### src/rtl/ctrl_pkg.sv
// rtl/ctrl_pkg.sv - shared encodings and field layout of the 16-bit packed control word
package ctrl_pkg;

  localparam int CW_W = 16;
  localparam logic [CW_W-1:0] NOP_CW = 16'h0000;

  // RV32I major opcodes understood by the encoder
  localparam logic [6:0] OP_LOAD   = 7'b0000011;
  localparam logic [6:0] OP_IMM    = 7'b0010011;
  localparam logic [6:0] OP_AUIPC  = 7'b0010111;
  localparam logic [6:0] OP_STORE  = 7'b0100011;
  localparam logic [6:0] OP_REG    = 7'b0110011;
  localparam logic [6:0] OP_LUI    = 7'b0110111;
  localparam logic [6:0] OP_BRANCH = 7'b1100011;
  localparam logic [6:0] OP_JALR   = 7'b1100111;
  localparam logic [6:0] OP_JAL    = 7'b1101111;
  localparam logic [6:0] OP_SYSTEM = 7'b1110011;

  localparam logic [2:0] F3_CSRRW  = 3'b001;
  localparam logic [2:0] F3_CSRRWI = 3'b101;
  localparam logic [6:0] F7_ALT    = 7'b0100000;

  typedef enum logic [2:0] {
    IMM_I = 3'd0,
    IMM_S = 3'd1,
    IMM_B = 3'd2,
    IMM_U = 3'd3,
    IMM_J = 3'd4
  } imm_sel_e;

  typedef enum logic [3:0] {
    ALU_ADD   = 4'd0,
    ALU_SUB   = 4'd1,
    ALU_SLL   = 4'd2,
    ALU_SLT   = 4'd3,
    ALU_SLTU  = 4'd4,
    ALU_XOR   = 4'd5,
    ALU_SRL   = 4'd6,
    ALU_SRA   = 4'd7,
    ALU_OR    = 4'd8,
    ALU_AND   = 4'd9,
    ALU_PASSB = 4'd10
  } alu_sel_e;

  typedef enum logic [1:0] {
    WB_MEM = 2'd0,
    WB_ALU = 2'd1,
    WB_PC4 = 2'd2
  } wb_sel_e;

  // PC_RSVD exists so the unpacker can name it; the encoder never emits it
  typedef enum logic [1:0] {
    PC_SEQ    = 2'd0,
    PC_JUMP   = 2'd1,
    PC_BRANCH = 2'd2,
    PC_RSVD   = 2'd3
  } pc_sel_e;

  // Field order is MSB first so the struct overlays the packed word bit for bit
  typedef struct packed {
    pc_sel_e  pc_sel;   // [15:14]
    wb_sel_e  wb_sel;   // [13:12]
    logic     mem_rw;   // [11]
    alu_sel_e alu_sel;  // [10:7]
    logic     b_sel;    // [6]
    logic     a_sel;    // [5]
    logic     br_lun;   // [4]
    imm_sel_e imm_sel;  // [3:1]
    logic     reg_wen;  // [0]
  } ctrl_word_t;

  localparam int CW_REG_WEN    = 0;
  localparam int CW_IMM_SEL_LO = 1;
  localparam int CW_IMM_SEL_HI = 3;
  localparam int CW_BR_LUN     = 4;
  localparam int CW_A_SEL      = 5;
  localparam int CW_B_SEL      = 6;
  localparam int CW_ALU_SEL_LO = 7;
  localparam int CW_ALU_SEL_HI = 10;
  localparam int CW_MEM_RW     = 11;
  localparam int CW_WB_SEL_LO  = 12;
  localparam int CW_WB_SEL_HI  = 13;
  localparam int CW_PC_SEL_LO  = 14;
  localparam int CW_PC_SEL_HI  = 15;

  // ALU operation for R-type and I-type arithmetic; alt selects SUB/SRA
  function automatic alu_sel_e alu_from_funct(input logic [2:0] funct3, input logic alt);
    alu_sel_e op;
    case (funct3)
      3'b000:  op = alt ? ALU_SUB : ALU_ADD;
      3'b001:  op = ALU_SLL;
      3'b010:  op = ALU_SLT;
      3'b011:  op = ALU_SLTU;
      3'b100:  op = ALU_XOR;
      3'b101:  op = alt ? ALU_SRA : ALU_SRL;
      3'b110:  op = ALU_OR;
      default: op = ALU_AND;
    endcase
    return op;
  endfunction

endpackage

### src/rtl/ctrl_word_decode_comb.sv
// rtl/ctrl_word_decode_comb.sv - combinational RV32I instruction to packed control word decoder
module ctrl_word_decode_comb
  import ctrl_pkg::*;
#(
  parameter logic [15:0] NOP_WORD = 16'h0000
) (
  input  logic [31:0] inst,
  output logic [15:0] cw,
  output logic        illegal,
  output logic        csr_we,
  output logic        uses_rs1,
  output logic        uses_rs2,
  output logic [4:0]  rd,
  output logic [4:0]  rs1,
  output logic [4:0]  rs2,
  output logic [2:0]  funct3
);

  logic [6:0] opcode;
  logic [6:0] funct7;
  ctrl_word_t w;
  logic       legal;
  logic       is_csr;
  logic       rd_rs1;
  logic       rd_rs2;

  assign opcode = inst[6:0];
  assign rd     = inst[11:7];
  assign funct3 = inst[14:12];
  assign rs1    = inst[19:15];
  assign rs2    = inst[24:20];
  assign funct7 = inst[31:25];

  // Per-opcode field selection plus legality of funct3/funct7 combinations
  always_comb begin
    w      = '0;
    legal  = 1'b1;
    is_csr = 1'b0;
    rd_rs1 = 1'b1;
    rd_rs2 = 1'b0;
    case (opcode)
      OP_REG: begin
        w.reg_wen = 1'b1;
        w.wb_sel  = WB_ALU;
        w.alu_sel = alu_from_funct(funct3, funct7[5]);
        rd_rs2    = 1'b1;
        if (funct7 == F7_ALT) begin
          legal = (funct3 == 3'b000) || (funct3 == 3'b101);
        end else begin
          legal = (funct7 == 7'b0000000);
        end
      end
      OP_IMM: begin
        w.reg_wen = 1'b1;
        w.b_sel   = 1'b1;
        w.wb_sel  = WB_ALU;
        // only the right shift reads funct7[5]; ADDI's imm bit 10 must not turn it into SUB
        w.alu_sel = alu_from_funct(funct3, (funct3 == 3'b101) && funct7[5]);
        if (funct3 == 3'b001) begin
          legal = (funct7 == 7'b0000000);
        end else if (funct3 == 3'b101) begin
          legal = (funct7 == 7'b0000000) || (funct7 == F7_ALT);
        end
      end
      OP_LOAD: begin
        w.reg_wen = 1'b1;
        w.imm_sel = IMM_I;
        w.b_sel   = 1'b1;
        w.alu_sel = ALU_ADD;
        w.wb_sel  = WB_MEM;
        // LBU/LHU zero-extend; the BrLUn bit is reused to carry that
        w.br_lun  = (funct3 == 3'b100) || (funct3 == 3'b101);
        legal     = (funct3 != 3'b011) && (funct3 != 3'b110) && (funct3 != 3'b111);
      end
      OP_STORE: begin
        w.imm_sel = IMM_S;
        w.b_sel   = 1'b1;
        w.alu_sel = ALU_ADD;
        w.mem_rw  = 1'b1;
        rd_rs2    = 1'b1;
        legal     = !funct3[2] && (funct3 != 3'b011);
      end
      OP_BRANCH: begin
        w.imm_sel = IMM_B;
        w.a_sel   = 1'b1;
        w.b_sel   = 1'b1;
        w.alu_sel = ALU_ADD;
        w.pc_sel  = PC_BRANCH;
        w.br_lun  = (funct3 == 3'b110) || (funct3 == 3'b111);
        rd_rs2    = 1'b1;
        legal     = (funct3 != 3'b010) && (funct3 != 3'b011);
      end
      OP_LUI: begin
        w.reg_wen = 1'b1;
        w.imm_sel = IMM_U;
        w.b_sel   = 1'b1;
        w.alu_sel = ALU_PASSB;
        w.wb_sel  = WB_ALU;
        rd_rs1    = 1'b0;
      end
      OP_AUIPC: begin
        w.reg_wen = 1'b1;
        w.imm_sel = IMM_U;
        w.a_sel   = 1'b1;
        w.b_sel   = 1'b1;
        w.alu_sel = ALU_ADD;
        w.wb_sel  = WB_ALU;
        rd_rs1    = 1'b0;
      end
      OP_JAL: begin
        w.reg_wen = 1'b1;
        w.imm_sel = IMM_J;
        w.a_sel   = 1'b1;
        w.b_sel   = 1'b1;
        w.alu_sel = ALU_ADD;
        w.wb_sel  = WB_PC4;
        w.pc_sel  = PC_JUMP;
        rd_rs1    = 1'b0;
      end
      OP_JALR: begin
        w.reg_wen = 1'b1;
        w.imm_sel = IMM_I;
        w.b_sel   = 1'b1;
        w.alu_sel = ALU_ADD;
        w.wb_sel  = WB_PC4;
        w.pc_sel  = PC_JUMP;
        legal     = (funct3 == 3'b000);
      end
      OP_SYSTEM: begin
        // only the CSR swap forms are supported; the CSR unit does the work,
        // so the datapath word stays a NOP
        is_csr = (funct3 == F3_CSRRW) || (funct3 == F3_CSRRWI);
        legal  = is_csr;
        rd_rs1 = (funct3 == F3_CSRRW);
      end
      default: begin
        legal = 1'b0;
      end
    endcase
  end

  // Final word: NOP for illegal and CSR instructions, x0 destination never writes
  always_comb begin
    cw       = NOP_WORD;
    illegal  = 1'b0;
    csr_we   = 1'b0;
    uses_rs1 = 1'b0;
    uses_rs2 = 1'b0;
    if (!legal) begin
      illegal = 1'b1;
    end else if (is_csr) begin
      csr_we   = 1'b1;
      uses_rs1 = rd_rs1;
    end else begin
      cw               = w;
      cw[CW_REG_WEN]   = w.reg_wen && (rd != 5'd0);
      uses_rs1         = rd_rs1;
      uses_rs2         = rd_rs2;
    end
  end

endmodule

### src/rtl/ctrl_word_encoder.sv
// rtl/ctrl_word_encoder.sv - D-stage control word encoder with X and M/W pipeline registers
module ctrl_word_encoder #(
  parameter int              CW_W   = 16,
  parameter logic [CW_W-1:0] NOP_CW = 16'h0000
) (
  input  logic            clk,
  input  logic            rst,
  input  logic [31:0]     inst_d,
  input  logic            valid_d,
  input  logic            stall,
  input  logic            flush,
  output logic [CW_W-1:0] ctrl_x,
  output logic [4:0]      rd_x,
  output logic [2:0]      funct3_x,
  output logic            valid_x,
  output logic            illegal_x,
  output logic            csr_we_x,
  output logic [CW_W-1:0] ctrl_m,
  output logic [4:0]      rd_m,
  output logic            valid_m,
  output logic            load_use
);

  import ctrl_pkg::*;

  logic [CW_W-1:0] cw_d;
  logic            illegal_d;
  logic            csr_we_d;
  logic            uses_rs1_d;
  logic            uses_rs2_d;
  logic [4:0]      rd_d;
  logic [4:0]      rs1_d;
  logic [4:0]      rs2_d;
  logic [2:0]      funct3_d;
  logic            bubble;
  logic            load_in_x;

  ctrl_word_decode_comb #(
    .NOP_WORD (NOP_CW)
  ) u_decode (
    .inst     (inst_d),
    .cw       (cw_d),
    .illegal  (illegal_d),
    .csr_we   (csr_we_d),
    .uses_rs1 (uses_rs1_d),
    .uses_rs2 (uses_rs2_d),
    .rd       (rd_d),
    .rs1      (rs1_d),
    .rs2      (rs2_d),
    .funct3   (funct3_d)
  );

  // stall and flush both turn the X slot into a bubble; together they are no different
  assign bubble = flush || stall || !valid_d;

  // X stage register: bubble on stall/flush/invalid, else the decoded D instruction
  always_ff @(posedge clk or posedge rst) begin
    if (rst) begin
      ctrl_x    <= '0;
      rd_x      <= '0;
      funct3_x  <= '0;
      valid_x   <= 1'b0;
      illegal_x <= 1'b0;
      csr_we_x  <= 1'b0;
    end else if (bubble) begin
      ctrl_x    <= NOP_CW;
      rd_x      <= '0;
      funct3_x  <= '0;
      valid_x   <= 1'b0;
      illegal_x <= 1'b0;
      csr_we_x  <= 1'b0;
    end else begin
      ctrl_x    <= cw_d;
      rd_x      <= rd_d;
      funct3_x  <= funct3_d;
      valid_x   <= 1'b1;
      illegal_x <= illegal_d;
      csr_we_x  <= csr_we_d;
    end
  end

  // M/W stage register: always advances from X, stall and flush act only on D->X
  always_ff @(posedge clk or posedge rst) begin
    if (rst) begin
      ctrl_m  <= '0;
      rd_m    <= '0;
      valid_m <= 1'b0;
    end else begin
      ctrl_m  <= ctrl_x;
      rd_m    <= rd_x;
      valid_m <= valid_x;
    end
  end

  // a load in X whose result is not ready for the instruction now sitting in D
  assign load_in_x = valid_x && ctrl_x[CW_REG_WEN]
                  && (ctrl_x[CW_WB_SEL_HI:CW_WB_SEL_LO] == WB_MEM)
                  && (rd_x != 5'd0);

  assign load_use = load_in_x && valid_d
                 && ((uses_rs1_d && (rs1_d == rd_x)) || (uses_rs2_d && (rs2_d == rd_x)));

endmodule

### config.mk
export PLATFORM = sky130hd
export DESIGN_NAME = ctrl_word_encoder
export DESIGN_NICKNAME = d
export VERILOG_FILES = /design/src/rtl/ctrl_pkg.sv /design/src/rtl/ctrl_word_decode_comb.sv /design/src/rtl/ctrl_word_encoder.sv
export SDC_FILE = /design/constraint.sdc
export NUM_CORES = 1
export LEC_CHECK = 0
export BUFFER_PORTS_ARGS = -buffer_cell sky130_fd_sc_hd__buf_4
export CAP_MARGIN = 20
export CORE_UTILIZATION = 53
export CTS_BUF_LIST = sky130_fd_sc_hd__clkbuf_4 sky130_fd_sc_hd__clkbuf_8 sky130_fd_sc_hd__clkbuf_16
export DETAILED_ROUTE_END_ITERATION = 6
export PLACE_DENSITY = 0.85
export SYNTH_ARGS = -nofsm -noshare
export SYNTH_HDL_FRONTEND = slang
export SYNTH_HIERARCHICAL = 1
export SYNTH_SLANG_ARGS = --single-unit
### constraint.sdc
create_clock -name clk -period 3.5 [get_ports clk]
set_input_delay 0.175 -clock clk [delete_from_list [all_inputs] [get_ports clk]]
set_output_delay 0.175 -clock clk [all_outputs]
set_load 0.02 [all_outputs]
* Word level (Yosys, flattened, before mapping) *
Index checks and enable logic that the tools add are counted.

word-level totals
  bits in registers = 49
  input bits = 37
  output and inout port bits = 50
  logic and storage cells = 105

cells by class
  eq/ne operators = 24
  multiplexer cells = 36
  reduce and logical (&&, ||, !) cells = 36

operator list
  cell                                                   number
  case mux 4 bit (7 select lines)                        2
  two-way mux 16 bit                                     3
  equality test 7 x 6 -> 1 bit, second input constant    4
  equality test 7 bit, second input constant             4
  two-way mux 1 bit                                      22
  equality test 7 x 5 -> 1 bit, second input constant    2
  logical AND 1 bit                                      13
  equality test 3 bit, second input constant             4
  case mux 3 bit (4 select lines)                        1
  case mux 4 bit (3 select lines)                        1
  equality test 5 bit                                    2
  nonzero test 5 bit                                     2
  OR reduction 3 bit                                     3
  logical OR 1 bit                                       8
  case mux 1 bit (8 select lines)                        1
  case mux 2 bit (2 select lines)                        2
  OR reduction 8 bit                                     1
  equality test 7 x 2 -> 1 bit, second input constant    1
  zero test 7 bit                                        1
  OR reduction 7 bit                                     1
  equality test 3 x 2 -> 1 bit, second input constant    2
  inequality test 3 x 2 -> 1 bit, second input constant  2
  inequality test 3 bit, second input constant           2
  two-way mux 5 bit                                      1
  8 further kinds                                        11

* Depth between registers and ports, before layout *
  depth after elaboration = 9
  mapped depth = 10
  mapped depth without buffers = 7

* Cells and area by module *
The synthesis kept the hierarchy.

modules (own cells, without submodules)
  module                 times used  cells each  area an instance (um^2)  sequential area each (um^2)
  ctrl_word_encoder      1           98          1562.7                   1226.2
  ctrl_word_decode_comb  1           116         794.5                    0.0

* Worst setup path after synthesis *
Ideal clock, no wire load.

  kind = input port to output port
  start point = in inst_d[26]
  end point = out load_use
  data arrival time = 1.869 ns
  data required time = 3.325 ns
  setup slack = 1.456 ns
  cell stages on the path = 7
  buffers on the path = 0
  cells stage by stage = nor4_1 nand4_1 o32a_1 nor3b_4 a2111oi_2 nand3_1 a21oi_1

between the ends
  longest elaborated chain between the ends = 9
  elaborated cells between the ends (all ways) = 13
  classes of those cells = 1 x eq/ne; 6 x mux; 6 x reduce/logical

RTL lines
  element                                                                 RTL line                      text
  from (decl)                                                             ctrl_word_encoder.sv:8        input logic [31:0] inst_d,
  equality test 7 x 6 -> 1 bit / zero test 7 bit (equally long branches)  n/a
  logical OR 1 bit                                                        ctrl_word_decode_comb.sv:62   legal = (funct7 == 7'b0000000) || (funct7 == F7_ALT);
  two-way mux 1 bit                                                       ctrl_word_decode_comb.sv:61   end else if (funct3 == 3'b101) begin
  two-way mux 1 bit                                                       ctrl_word_decode_comb.sv:59   if (funct3 == 3'b001) begin
  case mux 1 bit (8 select lines) *                                       ctrl_word_decode_comb.sv:41   case (opcode)
  two-way mux 1 bit *                                                     ctrl_word_decode_comb.sv:149  if (!legal) begin
  via uses_rs2_d                                                          ctrl_word_encoder.sv:30       logic uses_rs2_d;
  logical AND 1 bit *                                                     ctrl_word_encoder.sv:101      && ((uses_rs1_d && (rs1_d == rd_x)) || (uses_rs2_d && (rs2_d == rd_x)));
  logical OR 1 bit *                                                      ctrl_word_encoder.sv:101
  logical AND 1 bit *                                                     ctrl_word_encoder.sv:101
  to (decl)                                                               ctrl_word_encoder.sv:21       output logic load_use

Mark *: on every way through the listed nets, which the timed path passes. The rest lies on a longest branch.

* Worst setup path after layout *
Ends and elaborated chain as after synthesis.

==> impl_results.md <==
* Share of layout cells above drive strength 1 at 0.402
* Largest cells by area after synthesis: dfrtp_1, and2_1, buf_4, xor2_1, nor2_1
* Post-Synth Adder-Cell Area at 0
* Post-Synth Simple-Gate Area at 0.248
* Worst Hold Depth at 2
* Synthesized area at between 0.002 and 0.0025 mm2
* Fraction of synthesized area in multiplexers at 0.00478
* Final Wtd Congestion at approximately 0.87
* Post-place instance area at 0.00286 mm2
* Worst-margin pin slew at between 0.6 and 0.7 ns
* Clock slew at reported path FFs at around 0.080 ns
* CTS tree: yes
* Postcts setup bufs at 0
* Worst-case clock skew at 0.00554 ns
* First-pass GRT wire length at 7380 um
* RR Startpoint: rd_x[3]
* Worst hold endpoint: rd_x[0]
* Fillers at 322
* Crit-path slowest cell: o32a_1
* Most frequent cells after synthesis: dfrtp_1, and2_1, buf_4
* Dpl hpwl at ~3500 um
* Number of H-tree levels at 2
* Total negative slack at 0 ns
* Met2 WL at about 2500 um
* Top FF cell, synth: dfrtp_1
* LEAKAGE at ~1.5 nW
* Largest net degree at the start of global routing at 50
* Drt wl/cell at between 10 and 15 um
* Hold_buf cts at 0
* Number of diodes at 0
* Die width at roughly 70 um
* Crit path required time at ~3.3 ns
* Xor/xnor share of the synthesized area at 0.0409
* Largest family of logic cells by synthesized area: simple AND/OR/NAND/NOR gates
* Seq. cell area at about 0.0012 mm2
* Nature of the critical path startpoint: primary input
* DR top layer: met4
* Crit-path max FO at 14
* Worst Hold Launch: inst_d[7]
* Final #Nets at roughly 320
* CP Cell Sequence: buf_4 -> nor4_1 -> nand4_1 -> o32a_1 -> nor3b_4 -> a2111oi_2 -> nand3_1 -> a21oi_1 -> buf_4
* Pwr/cell area at ~370 mW/mm2
* Pre-antenna DRT Iters at 4
* Reg2reg path depth at 0
* Final wirelength at a little under 5000 um
* Synth unique cells at 48
* Clock Sinks at between 40 and 50
* Row count at 23
* # IOs at between 80 and 90
* Arrival time of the worst setup path at roughly 2.1 ns
* Clk buf depth at 2
* Ys async rst share at 1.00
* CP peak stage delay at between 0.3 and 0.4 ns
* Worst R2R Setup Slack at just under 3 ns
* Crit Path Class: primary input to output port
* VDD IR max at about 220 uV
* Vias in the first global route at 1494
* Hold_ws at 0.0884 ns
* Yosys reg bits at slightly below 50
* Cell count after synthesis at 214
* Die ar. at about 0.0047 mm2
* Via count at roughly 1800
* Via-to-Cell Ratio at 5.35
* Final hold viol count at 0
* Initial Util at 0.569
* M1 WL at 1980 um
* Setup Slack @ Placement at ~1.2 ns
* Yosys top cell area share at 0.520
* CTS root buf: clkbuf_8
* Type of the tightest min-delay check: primary input to register
* Remaining DRCs at 0
* GR Overflow Total at 0
* Critical Path Most Common Cell: buf_4
* Syn nets at 251
* Setup violators final at 0
* RSZ-0062 raised after global routing: no
* Final period utilization at 0.653
* Total track usage at 0.223
* Finished Cell Area at around 0.0030 mm2
* Post-synth top area cell: dfrtp_1
* Post-layout min period at 2.29 ns
* Metal3 WL at between 300 and 400 um
* Clk_lat worst skew at 0.30 ns
* Reg-to-Reg End: rd_m[3]
* # resized after CTS at 0
* Pins over their slew limit at 0
* MaxCap Viol Count at 0
* Max Clk Rate at between 400 and 500 MHz
* Count leader, synth: dfrtp_1
* Overall die height at between 60 and 70 um
* Number of I/O port buffers at 86
* Final core utilization at 0.727
* Initial antenna violation count at 0
* Sequential area share after synthesis at 0.520
* Headroom to the max-slew limit at 0.565
* TritonCTS Buffers at 5
* DRT antenna net count at 0
* Core Box Area at just over 0.004 mm2
* Post-synth EDFFs at 0
* Worst setup margin at around 1.2 ns
* Footprint of the multi-input gates at roughly 910 um2
* Synthesis-to-layout area growth at 27.9%
* Complex-gate fraction of the synthesized area at 0.0929
* Number of warnings issued by yosys at 6
* Status: complete, no violations
* DR iter-0 viols at 110
* Worst setup EP type: output port
* Syn_area_per_cell at ~11 um2
## routing by layer
layer | vias up | GRT usage
li1 | 838 | -
met4 | 0 | 0.0918
met2 | 72 | 0.350
met5 | - | 0
met1 | 855 | 0.297
met3 | 5 | 0.0493
## cell usage in the layout, fill, tap and decap left out, drive strengths merged, types with 5 or more instances in the layout
cell type	synthesis	routed
buf	28	88
dfrtp	49	49
and2	28	28
nor2	14	14
a21oi	10	10
xor2	9	9
nand2	8	8
nor4	6	6
nand3	6	6
clkbuf	2	5
nor3	5	5
## state kept, by name, summed over array words and instances, names as in the netlist
register,count
csr_we_x,1
ctrl_m,16
ctrl_x,16
funct3_x,3
illegal_x,1
rd_m,5
rd_x,5
valid_m,1
valid_x,1
## critical path, delay by kind of cell
kind	cells	cell delay, ns
AND/OR/NAND/NOR	4	0.82
AO/OA/AOI/OAI	3	0.85
buffers and inverters	2	0.27
## kinds of logic after synthesis
family                    after synthesis
AOI/OAI and AO/OA                      28
buffers and inverters                  33
DFF                                    49
xor gates and xnor gates               11
muxes                                   1
and+or+nand+nor                        92
## report_power, final
group	switching [W]	total [W]	internal, W
sequential	0.00000415	0.000575	0.000571
combinational	0.0000696	0.000129	0.0000594
clock	0.000187	0.000401	0.000214
## per-stage QoR
stage               std cells  total power [W]
floorplan                 214         0.000671
global placement          320         0.000708
detailed placement        320         0.000710
CTS                       328          0.00111
global route              331          0.00115
finish                    331          0.00110
## worst max path at each step
stage / from / endpoint / slack [ns] / depth (start not counted)
2_1_floorplan: inst_d[26] / load_use / 1.46 / 7
3_3_place_gp: inst_d[26] / load_use / 1.24 / 9
3_5_place_dp: inst_d[26] / load_use / 1.21 / 9
4_1_cts: inst_d[26] / load_use / 1.21 / 9
5_1_grt: inst_d[26] / load_use / 1.02 / 9
6_report: inst_d[26] / load_use / 1.21 / 9
## cell type report
type / count / share of cell area
Sequential cell: 49 / 0.407
Multi-Input combinational cell: 132 / 0.303
Timing Repair Buffer: 89 / 0.228
Clock buffer: 5 / 0.0228
Tap cell: 50 / 0.0208
Clock inverter: 3 / 0.0154
Inverter: 3 / 0.00374
(Power assumes the default switching activity.)
